--- src/rtl/fb_pkg.sv ---
// fb_pkg: shared types and defaults for the serial subtractor
//   state_t   : IDLE / RUN / DONE controller states
//   WIDTH_DEF : default operand width
package fb_pkg;
    localparam int WIDTH_DEF = 4;
    typedef enum logic [1:0] {IDLE, RUN, DONE} state_t;
endpackage

--- src/rtl/fullsubtractor.sv ---
// fullsubtractor: 1-bit combinational full subtractor
//   a, b : minuend / subtrahend bits
//   bin  : borrow in
//   d    : difference bit
//   bout : borrow out
module fullsubtractor (
    input  logic a,
    input  logic b,
    input  logic bin,
    output logic d,
    output logic bout
);
    assign d    = a ^ b ^ bin;
    assign bout = (~a & b) | (~(a ^ b) & bin);
endmodule

--- src/rtl/fb_serial_subtractor.sv ---
// fb_serial_subtractor: bit-serial LSB-first subtractor {Bout,D} = A - B - Bin
//   clk, rst : clock, asynchronous active-high reset
//   start    : begin an operation (sampled in IDLE only)
//   A, B, Bin: operands and borrow-in, latched on the accepting edge
//   busy     : operation in progress
//   done     : one-cycle result-valid pulse
//   D, Bout  : registered difference and borrow-out, held until next done
module fb_serial_subtractor
    import fb_pkg::*;
#(
    parameter int WIDTH = WIDTH_DEF
) (
    input  logic             clk,
    input  logic             rst,
    input  logic             start,
    input  logic [WIDTH-1:0] A,
    input  logic [WIDTH-1:0] B,
    input  logic             Bin,
    output logic             busy,
    output logic             done,
    output logic [WIDTH-1:0] D,
    output logic             Bout
);
    localparam int CW = $clog2(WIDTH) + 1;

    state_t          state;
    logic [CW-1:0]   cnt;
    logic [WIDTH-1:0] sa, sb, sd;
    logic            bor, d_bit, bor_nxt;

    fullsubtractor u_fs (
        .a   (sa[0]),
        .b   (sb[0]),
        .bin (bor),
        .d   (d_bit),
        .bout(bor_nxt)
    );

    // RUN spends WIDTH edges shifting bits, then one edge committing the result
    always_ff @(posedge clk or posedge rst) begin
        if (rst) begin
            state <= IDLE;
            cnt   <= '0;
            sa    <= '0;
            sb    <= '0;
            sd    <= '0;
            bor   <= 1'b0;
            busy  <= 1'b0;
            done  <= 1'b0;
            D     <= '0;
            Bout  <= 1'b0;
        end else begin
            case (state)
                IDLE: begin
                    done <= 1'b0;
                    if (start) begin
                        sa    <= A;
                        sb    <= B;
                        bor   <= Bin;
                        sd    <= '0;
                        cnt   <= '0;
                        busy  <= 1'b1;
                        state <= RUN;
                    end
                end
                RUN: begin
                    if (cnt != CW'(WIDTH)) begin
                        sa  <= sa >> 1;
                        sb  <= sb >> 1;
                        sd  <= {d_bit, sd[WIDTH-1:1]};
                        bor <= bor_nxt;
                        cnt <= cnt + CW'(1);
                    end else begin
                        D     <= sd;
                        Bout  <= bor;
                        busy  <= 1'b0;
                        done  <= 1'b1;
                        state <= DONE;
                    end
                end
                DONE: begin
                    done  <= 1'b0;
                    state <= IDLE;
                end
                default: state <= IDLE;
            endcase
        end
    end
endmodule

--- config.mk ---
export PLATFORM = sky130hd
export DESIGN_NAME = fb_serial_subtractor
export DESIGN_NICKNAME = d
export VERILOG_FILES = /design/src/rtl/fb_pkg.sv /design/src/rtl/fullsubtractor.sv /design/src/rtl/fb_serial_subtractor.sv
export SDC_FILE = /design/constraint.sdc
export NUM_CORES = 1
export LEC_CHECK = 0
export CAP_MARGIN = 20
export CORE_UTILIZATION = 43
export DETAILED_ROUTE_END_ITERATION = 6
export HOLD_SLACK_MARGIN = 0.1
export PLACE_DENSITY = 0.68
export SLEW_MARGIN = 20
export SYNTH_ARGS = -nofsm -noshare
export SYNTH_HDL_FRONTEND = slang
export SYNTH_SLANG_ARGS = --single-unit
--- constraint.sdc ---
create_clock -name clk -period 2.2 [get_ports clk]
set_input_delay 0.66 -clock clk [delete_from_list [all_inputs] [get_ports clk]]
set_output_delay 0.66 -clock clk [all_outputs]
set_load 0.005 [all_outputs]
[After elaboration in Yosys (flattened, before gate mapping)]
Index checks and enable logic that the tools add are counted.
Word-level totals
  input port bits: 12
  bits in registers: 25
Operators by class
  reductions and logical operators: 9
  eq/ne operators: 6
  bitwise logic cells: 8
  multiplexer cells: 23
  add/sub/neg operators: 1
Operators with widths (number)
  2-to-1 mux 4 bit: 6
  case mux 4 bit (2 select lines): 3
  2-to-1 mux 3 bit: 2
  inequality test 2 bit (second input constant): 3
  case mux 1 bit (2 select lines): 3
  case mux 3 bit (2 select lines): 1
  AND reduction 2 bit: 3
  AND reduction 3 bit: 2
  2-to-1 mux 1 bit: 5
  2-to-1 mux 2 bit: 2
  case mux 2 bit (2 select lines): 1
  nonzero test 2 bit: 2
  adder 3 x 1 -> 3 bit (second input constant): 1
  inequality test 3 bit (second input constant): 1
  NOT 1 bit: 3
  AND 1 bit: 2
  == test 2 x 1 -> 1 bit (second input constant): 1
  == test 2 bit (second input constant): 1
  zero test 2 bit: 1
  OR reduction 2 bit: 1
  XOR 1 bit: 2
  bitwise OR 1 bit: 1

[Logic depth before layout (Yosys ltp)]
Gate-level depths: netlist of the first run.
  depth after elaboration: 6
  gate-level depth with buffers: 5
  depth with buffers taken out: 5

[Cells and area by module]
A second synthesis of the first run with hierarchy kept.
Unflattened totals
  cells, all modules: 90
  area, all modules: 1173.6 sq um
Modules (own cells, without submodules)
  fb_serial_subtractor: area an instance 1142.3 sq um, cells each 86, instances 1
  fullsubtractor: area an instance 31.3 sq um, cells each 4, instances 1

[Worst setup path after synthesis of the first run]
OpenSTA, ideal clock, no wires.
  path type: input -> register
  start: in start
  end: reg sa[0]
  stages on the path: 3
  path buffers: 0
  setup slack: 576 ps
  data arrival time: 1499 ps
  library setup time: 125 ps
  data required time: 2075 ps
  cells stage by stage: nor2_2 > a311oi_4 > mux2_2
On the way
  longest elaborated chain between the ends: 2
RTL lines
  start: declaration: RTL line fb_serial_subtractor.sv:15  | input logic start,
  inequality test 2 bit (no source line)
  AND reduction 3 bit (no source line)
  end signal: assignment: RTL line fb_serial_subtractor.sv:68  | sa <= sa >> 1;
  end: declaration: RTL line fb_serial_subtractor.sv:28  | logic [WIDTH-1:0] sa, sb, sd;
No other way between the ends.
A chain may end at the register's enable or synchronous reset.

[Worst setup path in the final report of the first run]
  start: reg D[1]
  end: out D[1]
RTL lines
  start: declaration: RTL line fb_serial_subtractor.sv:21  | output logic [WIDTH-1:0] D,
  start signal: assignment: RTL line fb_serial_subtractor.sv:50  | D <= '0;
  start signal: assignment: RTL line fb_serial_subtractor.sv:74  | D <= sd;
No word-level cell between the ends.

==> key figures, run 1 <==
Route
  • Wire length on met2: ~740 µm
  • Final wirelength: 1730 µm
  • Met3 WL: 79 µm
  • Max layer used: met4
  • Post-route ant nets: 0
  • Drt drc: 0
  • Wire per inst: 12.2 µm
  • DR vias/cell: about 4.7
  • Vias: 670
  • Iter 0 DRT Violations: 8
  • 1st-pass router iterations: 2
  • Met1 WL: 885 µm

STA
  • Measured slew at the worst slew-check pin: 0.317 ns
  • Final period utilization: 83.9%
  • Setup tns final: 0 ns
  • Fin. Hold Viols: 0
  • Final worst slack: 0.354 ns
  • RSZ-0062 raised after global routing: no
  • Fmax: 542 MHz
  • Final-report setup violation count: 0
  • Slew headroom: 78.8%
  • Clk_skew: around 0.0098 ns
  • Shortest period the worst path allows: between 1.5 and 2 ns
  • Slew Viols, Final: 0

CTS
  • CTS buffer count: 3
  • Clk root buf: clkbuf_4
  • Clk pin slew, worst setup/hold paths: between 0.1 and 0.15 ns
  • CTS tree: built
  • Longest Clk Path Bufs: 2
  • Clk sinks: 25
  • # hold bufs at CTS: 0
  • Number of gates resized after cts: 0
  • Worst skew pair latency: approximately 0.32 ns
  • H-tree levels: 1
  • Setup Buffers After CTS: 0

Setup path
  • Critical Path Slowest Stage Cell: clkdlybuf4s50_1
  • Worst-path maximum fanout: 2
  • Arrival time worst endpoint: 1.19 ns
  • Critical Path RT: 1.54 ns
  • Crit Path Category: register to output port
  • CP endpoint kind: output port
  • Critical path cell sequence: clkdlybuf4s50_1
  • Top delay family on crit path: buffers and inverters
  • Worst Setup Start Kind: register
  • Worst path buffer plus inverter count: 1
  • Critical Path Max Stage Delay: between 0.4 and 0.5 ns

Final layout
  • Final core area utilization: 56.8%
  • Nets: 128
  • Share of cells above drive strength 1: 25.0%
  • Antenna diode count: 0
  • Area delta synth->final: 23.5%

Floorplan
  • Total die area: between 2000 and 3000 µm²
  • Core Rows: 18
  • Die span in y: ~54 µm
  • Core area: 2500 µm²
  • Die Wd: approximately 54 µm
  • IO Count: 19
  • Initial core utilization: 45.9%

Synth
  • Top cells by area, synth: dfrtp_1, mux2_2, mux2i_1, inv_1, nand2_1
  • Register area share after synthesis: a little over half
  • Mapped Cells: 88
  • Mean post-synth cell area: ~13 µm²
  • Number of synthesis warnings: 0
  • Netlist cell types: 19
  • Yosys reg bits: 25
  • Synthesized Nets: 103
  • Post-synth top area cell: dfrtp_1
  • Yosys top cell area share: between 50 and 60%
  • Synth Cell Area: 1150 µm²

Worst hold path
  • Worst Hold Class: register to register

Pwr
  • Pwr dens: approximately 1400 nW/µm²
  • Leakage power total: 0.697 nW
  • Final Power: 2.02 mW
  • Worst vdd ir: 0.797 mV

Global route
  • Largest net degree at the start of global routing: 26
  • Antenna violations before repair: 0
  • GRT Residual Overflow: 0
  • Vias in the first global route: 633
  • GR Util All Layers: 14.5%
  • First-pass GRT wire length: ~2800 µm

Placement
  • Port bufs: 18
  • Global placement routability congestion: ~0.7
  • Setup WS pre-CTS: 0.00777 ns
  • DP HPWL: ~1200 µm

Status
  • Status: finished, final reports clean

Run
  • Max_cap viols: 0
==> cells by family (layout without fill, tap and decap cells) <==
kind of cell | Yosys count | count (layout) | share of synthesized area [%]
mux | 27 | 27 | 25.4
simple gates | 15 | 15 | 6.54
fa+ha+maj | 3 | 3 | 3.92
buf+inv | 14 | 38 | 5.66
compound gates | 4 | 4 | 4.03
flops | 25 | 25 | 54.5
==> layer usage <==
layer	GRT usage (%)	vias to the layer above
met5	0	-
met4	5.26	0
met3	5.93	4
met2	22.2	11
met1	18.3	318
li1	-	337
==> worst register-to-register path, cell delays in order (launching register included) <==
cell and delay (ns):
dfrtp_1 0.38, inv_1 0.07, ha_1 0.25, a311oi_4 0.32
buf_4 0.21, mux2_2 0.34
==> power breakdown <==
| group | switching, mW | internal, mW |
|---|---|---|
| registers | 0.120 | 0.662 |
| clock network | 0.129 | 0.0710 |
| logic | 0.430 | 0.608 |
| total | 0.679 | 1.34 |
==> per-stage QoR <==
| step | hold slack, ns | area (µm²) | instances |
|---|---|---|---|
| floorplan | 0.474 | 1150 | 88 |
| global placement | 0.463 | 1390 | 138 |
| detailed placement | 0.470 | 1390 | 138 |
| CTS | 0.504 | 1420 | 142 |
| global route | 0.532 | 1420 | 142 |
| finish | 0.495 | 1420 | 142 |
==> Yosys cell counts (all sizes together) <==
cell type and instances:
nand2 8, a311oi 1, inv 11, ha 2
a21oi 1, buf 3, a31oi 1, nand3 1
nor2 2, dfrtp 25, mux2 17, fa 1
a22o 1, mux2i 10, nor2b 3, nand2b 1
==> layout by cell type (no fill, tap or decap) <==
cell	Yosys	layout
a311oi_4	1	1
buf_4	1	4
mux2i_1	10	10
mux2_2	17	17
a31oi_1	1	1
fa_1	1	1
a21oi_1	1	1
nand2b_1	1	1
buf_12	0	1
clkbuf_1	0	1
clkdlybuf4s50_1	0	18
ha_1	2	2
a22o_1	1	1
nor2_2	1	1
dfrtp_1	25	25
nand2_1	8	8
inv_1	11	11
nand3_2	1	1
nor2b_1	3	3
nor2_1	1	1
clkbuf_4	0	3
==> final timing paths <==
| kind | end | cells after the start | startpoint | slack [ns] |
|---|---|---|---|---|
| max | D[1] | 1 | D[1] | 0.35 |
| min | done | 2 | done | 0.50 |
| max reg2reg | sb[1] | 5 | cnt[0] | 0.52 |
| min reg2reg | done | 2 | done | 0.50 |
| max in group asynchronous | sd[1] | 3 | rst | 1.28 |
| min in group asynchronous | D[0] | 3 | rst | 0.67 |
==> state kept, by name, indices dropped and copies added (netlist names) <==
register and count:
cnt 3, Bout 1, done 1, sb 4, sd 4, D 4
busy 1, state 2, bor 1, sa 4
==> layout make-up <==
cell class              instances  area (µm²)
fillers                       207        1080
flip-flops and latches         25         626
multi-input cells              49         458
repair buffers                 23         230
inverters                      11        41.3
well taps                      30        37.5
clock buffers                   4        26.3
Note: power is estimated with default switching activity, not from simulation.
==> inputs of run 2 (changes only) <==
- PLACE_DENSITY: 0.68 -> 0.7
- clock period: 2.2 -> 1.57 ns (I/O delays scaled with it)
==> key figures, run 2 (synthesis gave the netlist of run 1 again) <==
Status
  • Status: finished, final reports clean (unchanged)

Route
  • DR vias/cell: 4.81 (was 4.72)
  • Wire per inst: 12.5 µm (was 12.2 µm)
  • 1st-pass router iterations: 4 (was 2)
  • Final wirelength: 1920 µm (was 1730 µm)
  • Post-route ant nets: 0 (unchanged)
  • Drt drc: 0 (unchanged)
  • Vias: 736 (was 670)
  • Iter 0 DRT Violations: 9 (was 8)

Floorplan
  • Core Rows: 18 (unchanged)
  • IO Count: 19 (unchanged)
  • Die Wd: 53.7 µm (unchanged)
  • Total die area: 2880 µm² (unchanged)
  • Initial core utilization: 45.9% (unchanged)
  • Core area: 2500 µm² (unchanged)
  • Die span in y: 53.7 µm (unchanged)

Final layout
  • Antenna diode count: 0 (unchanged)
  • Most frequent cells in the layout: dfrtp_1, mux2_2, buf_4 (was dfrtp_1, clkdlybuf4s50_1, mux2_2)
  • Register area: 626 µm² (unchanged)
  • Area delta synth->final: 31.4% (was 23.5%)
  • Post-Layout Cell Count: 153 (was 142)
  • Commonest non-fill, non-tap cell in the layout: dfrtp_1 (unchanged)
  • Fill cell count: 209 (was 207)
  • Area taken by multi-input logic gates: 484 µm² (was 458 µm²)
  • Share of cells above drive strength 1: 35.0% (was 25.0%)
  • Nets: 139 (was 128)
  • Final core area utilization: 60.4% (was 56.8%)

Setup path
  • Reg2Reg Depth: 5 (unchanged)
  • Worst Setup Start Kind: register (unchanged)
  • Reg2reg setup slack: 0.04 ns (was 0.52 ns)
  • RR Endpoint: sb[2] (was sb[1])
  • Crit Path Category: register to register (was register to output port)
  • CP endpoint kind: register (was output port)
  • Arrival time worst endpoint: 1.74 ns (was 1.19 ns)
  • Worst-path maximum fanout: 8 (was 2)
  • Reg2reg start: cnt[0] (unchanged)
  • CP startpoint: cnt[0] (was D[1])
  • Critical Path RT: 1.78 ns (was 1.54 ns)

CTS
  • CTS tree: built (unchanged)
  • # hold bufs at CTS: 0 (unchanged)
  • H-tree levels: 1 (unchanged)
  • Clk root buf: clkbuf_4 (unchanged)
  • CTS buffer count: 3 (unchanged)
  • Worst skew pair latency: 0.31 ns (was 0.32 ns)
  • Longest Clk Path Bufs: 2 (unchanged)
  • Clk pin slew, worst setup/hold paths: 0.13 ns (about the same)
  • Clk sinks: 25 (unchanged)

Placement
  • Port bufs: 18 (unchanged)
  • Cell Count Post-Placement: 144 (was 138)
  • Global placement routability congestion: 0.700 (was 0.701)
  • DP HPWL: 1260 µm (was 1250 µm)

Global route
  • Vias in the first global route: 716 (was 633)
  • Largest net degree at the start of global routing: 26 (unchanged)
  • Antenna violations before repair: 0 (unchanged)
  • First-pass GRT wire length: 2900 µm (was 2850 µm)
  • GR Util All Layers: 14.6% (was 14.5%)
  • GRT Residual Overflow: 0 (unchanged)

Worst hold path
  • Worst Hold Class: input port to asynchronous set/reset pin (was register to register)

STA
  • Final period utilization: approximately 98%
  • Final-report setup violation count: 0 (unchanged)
  • Measured slew at the worst slew-check pin: 0.325 ns (was 0.317 ns)
  • Slew Viols, Final: 0 (unchanged)
  • Slew headroom: 78.3% (was 78.8%)
  • Clk_skew: 0.00181 ns (was 0.00977 ns)
  • Fin. Hold Viols: 0 (unchanged)
  • Worst hold margin: 0.498 ns (was 0.495 ns)
  • Shortest period the worst path allows: 1.53 ns
  • Fmax: approximately 650 MHz

Pwr
  • Pwr dens: 2020 nW/µm² (was 1420 nW/µm²)
  • Final Power: 3.05 mW (was 2.02 mW)
  • Worst vdd ir: 1.27 mV (was 0.797 mV)
  • Leakage power total: 0.773 nW (was 0.697 nW)

Run
  • Max_cap viols: 0 (unchanged)
[run 2: cell count changes in the layout (fill, tap and decap cells not counted), moves of 2 or more]
cell / previous run / this run
buf_4: 4 / 15
inv_1: 11 / 9
clkdlybuf4s50_1: 18 / 10
dlygate4sd2_1: 0 / 8
inv_2: 0 / 2
[run 2: cell type report]
cell class | count | share of cell area (%)
sequential | 25 | 41.5
inverter | 11 | 2.74
multi-input combinational | 49 | 32.1
tap | 30 | 2.49
clock buffer | 4 | 1.74
timing repair buffer | 34 | 19.5
[run 2: how the worst max path moves through the flow]
stage / cells past startpoint / slack, ns / to
global placement: 5 / -0.39 / sb[2]
floorplan: 4 / 0.01 / sa[0]
detailed placement: 5 / -0.41 / sb[1]
CTS: 5 / 0.04 / sb[1]
finish: 5 / 0.04 / sb[2]
global route: 6 / -0.02 / sd[1]
[run 2: where the power goes]
group	switching, mW	internal (mW)	total [mW]
Clock	0.182	0.0991	0.282
Sequential	0.168	0.928	1.10
Combinational	0.682	0.995	1.68
Total	1.03	2.02	3.05
[run 2: per-layer routing]
layer / up-vias / GRT usage (%) / wire, µm
li1: 366 / - / -
met1: 359 / 16.9 / 868
met2: 9 / 24.7 / 980
met3: 2 / 2.54 / 50
met4: 0 / 9.21 / 19
met5: - / 0 / 0
[run 2: what timing repair did]
| action | 4_1_cts | 5_1_grt |
|---|---|---|
| buffers inserted | 2 | 3 |
| gates resized for setup | 10 | 6 |
| setup endpoints to repair | 21 | 12 |
| pin swaps | 1 | 2 |
[run 2: per-stage QoR]
step	area (µm²)	TNS [ns]	worst slack (ns)
floorplan	1150	0	0.0132
global placement	1430	-5.28	-0.385
detailed placement	1430	-5.73	-0.414
CTS	1460	0	0.0443
global route	1510	-0.0671	-0.0176
finish	1510	0	0.0359
[run 2: worst max-delay path, stage by stage (launching register included)]
cell      delay, ns
dfrtp_1        0.40
inv_2          0.06
ha_4           0.16
a311oi_4       0.30
buf_6          0.18
mux2_2         0.33
==> inputs of run 3 (changes only) <==
- TNS_END_PERCENT: default -> 50
==> key figures, run 3 (synthesis gave the netlist of run 1 again) <==
Global route
  • Vias in the first global route: 716 (unchanged)
  • GR Util All Layers: 14.6% (unchanged)
  • Antenna violations before repair: 0 (unchanged)
  • First-pass GRT wire length: 2900 µm (unchanged)
  • Largest net degree at the start of global routing: 26 (unchanged)
  • GRT Residual Overflow: 0 (unchanged)

Setup path
  • Arrival time worst endpoint: 1.74 ns (about the same)
  • Cell count along the critical path: 5 (unchanged)
  • Critical Path Max Stage Delay: 0.40 ns (about the same)
  • Crit Path Category: register to register (unchanged)
  • Reg2Reg Depth: 5 (unchanged)
  • Critical Path RT: 1.78 ns (about the same)
  • Critical Path Slowest Stage Cell: dfrtp_1 (unchanged)
  • CP endpoint kind: register (unchanged)
  • Worst-path maximum fanout: 8 (unchanged)
  • Worst Setup Start Kind: register (unchanged)
  • Top delay family on crit path: flip-flops (unchanged)
  • Worst path buffer plus inverter count: 2 (unchanged)
  • Critical path cell sequence: inv_2, ha_4, a311oi_4, buf_6, mux2_2 (unchanged)

STA
  • Final worst slack: 0.0380 ns (was 0.0359 ns)
  • Final-report setup violation count: 0 (unchanged)
  • Slew headroom: 78.4% (was 78.3%)
  • Slew Viols, Final: 0 (unchanged)
  • RSZ-0062 raised after global routing: yes
  • Clk_skew: 0.00387 ns (was 0.00181 ns)
  • Setup tns final: 0 ns (unchanged)
  • Measured slew at the worst slew-check pin: 0.324 ns (was 0.325 ns)
  • Fmax: 653 MHz (was 652 MHz)
  • Fin. Hold Viols: 0 (unchanged)
  • Final period utilization: 97.6% (was 97.7%)
  • Worst hold margin: 0.500 ns (was 0.498 ns)
  • Shortest period the worst path allows: 1.53 ns (about the same)

CTS
  • CTS buffer count: 3 (unchanged)
  • CTS tree: built (unchanged)
  • H-tree levels: 1 (unchanged)
  • Longest Clk Path Bufs: 2 (unchanged)
  • Clk sinks: 25 (unchanged)
  • Worst skew pair latency: 0.31 ns (about the same)
  • Clk pin slew, worst setup/hold paths: 0.13 ns (about the same)
  • Clk root buf: clkbuf_4 (unchanged)

Route
  • Post-route ant nets: 0 (unchanged)
  • Vias: 724 (was 736)
  • Drt drc: 0 (unchanged)
  • 1st-pass router iterations: 4 (unchanged)
  • Iter 0 DRT Violations: 5 (was 9)
  • Wire per inst: 11.8 µm (was 12.5 µm)
  • Final wirelength: 1780 µm (was 1920 µm)
  • DR vias/cell: 4.79 (was 4.81)

Floorplan
  • Die Wd: 53.7 µm (unchanged)
  • Total die area: 2880 µm² (unchanged)
  • IO Count: 19 (unchanged)
  • Die span in y: 53.7 µm (unchanged)
  • Core area: 2500 µm² (unchanged)
  • Core Rows: 18 (unchanged)
  • Initial core utilization: 45.9% (unchanged)

Placement
  • Cell Count Post-Placement: 144 (unchanged)
  • Global placement routability congestion: 0.700 (unchanged)
  • Setup WS pre-CTS: -0.414 ns (unchanged)
  • Port bufs: 18 (unchanged)
  • DP HPWL: 1260 µm (unchanged)

Pwr
  • Pwr dens: 2010 nW/µm² (was 2020 nW/µm²)
  • Worst vdd ir: 1.26 mV (was 1.27 mV)
  • Leakage power total: 0.763 nW (was 0.773 nW)

Final layout
  • Post-Layout Cell Count: 151 (was 153)
  • Nets: 137 (was 139)
  • Commonest non-fill, non-tap cell in the layout: dfrtp_1 (unchanged)
  • Area delta synth->final: 30.1% (was 31.4%)
  • Share of cells above drive strength 1: 33.9% (was 35.0%)
  • Fill cell count: 209 (unchanged)
  • Antenna diode count: 0 (unchanged)
  • Most frequent cells in the layout: dfrtp_1, mux2_2, buf_4 (unchanged)
  • Final core area utilization: 59.8% (was 60.4%)

Run
  • Max_cap viols: 0 (unchanged)

Worst hold path
  • Worst Hold Class: input port to asynchronous set/reset pin (unchanged)

Status
  • Status: finished, final reports clean (unchanged)
==> run 3: cell type report <==
class	count	area, µm²	area share [%]
sequential	25	626	41.9
multi-input combinational	49	484	32.4
timing repair buffer	32	279	18.7
inverter	11	41.3	2.76
tap	30	37.5	2.51
clock buffer	4	26.3	1.76
==> run 3: report_power, final <==
| group | internal [mW] | leakage, nW | total [mW] | switching [mW] |
|---|---|---|---|---|
| logic | 0.967 | 0.433 | 1.63 | 0.663 |
| clock network | 0.0991 | 0.0150 | 0.278 | 0.179 |
| registers | 0.928 | 0.315 | 1.10 | 0.168 |
==> run 3: per-stage QoR <==
stage          cell area [µm²]  power [mW]
4_1_cts                   1460        2.94
3_3_place_gp              1430        2.60
2_1_floorplan             1150        2.13
5_1_grt                   1490        3.25
3_5_place_dp              1430        2.65
6_report                  1490        3.00
==> run 3: timing repair <==
item                       CTS  global route
setup endpoints to repair   21            12
hold buffers                 0             0
pin swaps                    1             2
resized for setup           10             6
buffers inserted             2             1
==> run 3: layer usage <==
| layer | vias to the layer above | part of all wire, % | GRT usage, % |
|---|---|---|---|
| li1 | 364 | - | - |
| met1 | 349 | 47 | 16.9 |
| met2 | 9 | 49 | 24.7 |
| met3 | 2 | 2.8 | 2.54 |
| met4 | 0 | 1.1 | 9.21 |
| met5 | - | 0 | 0 |
==> run 3: final timing paths <==
check / endpoint / from / slack [ns]
max in group asynchronous: bor / rst / 0.83
hold reg to reg: busy / busy / 0.51
hold / removal: busy / rst / 0.50
setup reg to reg: sb[2] / cnt[0] / 0.04
min in group clk: busy / busy / 0.51
setup / recovery: sb[2] / cnt[0] / 0.04
==> run 3: tightest hold or removal path: stages <==
cell and delay (ns):
clkdlybuf4s50_1 0.40, inv_1 0.05, buf_4 0.31
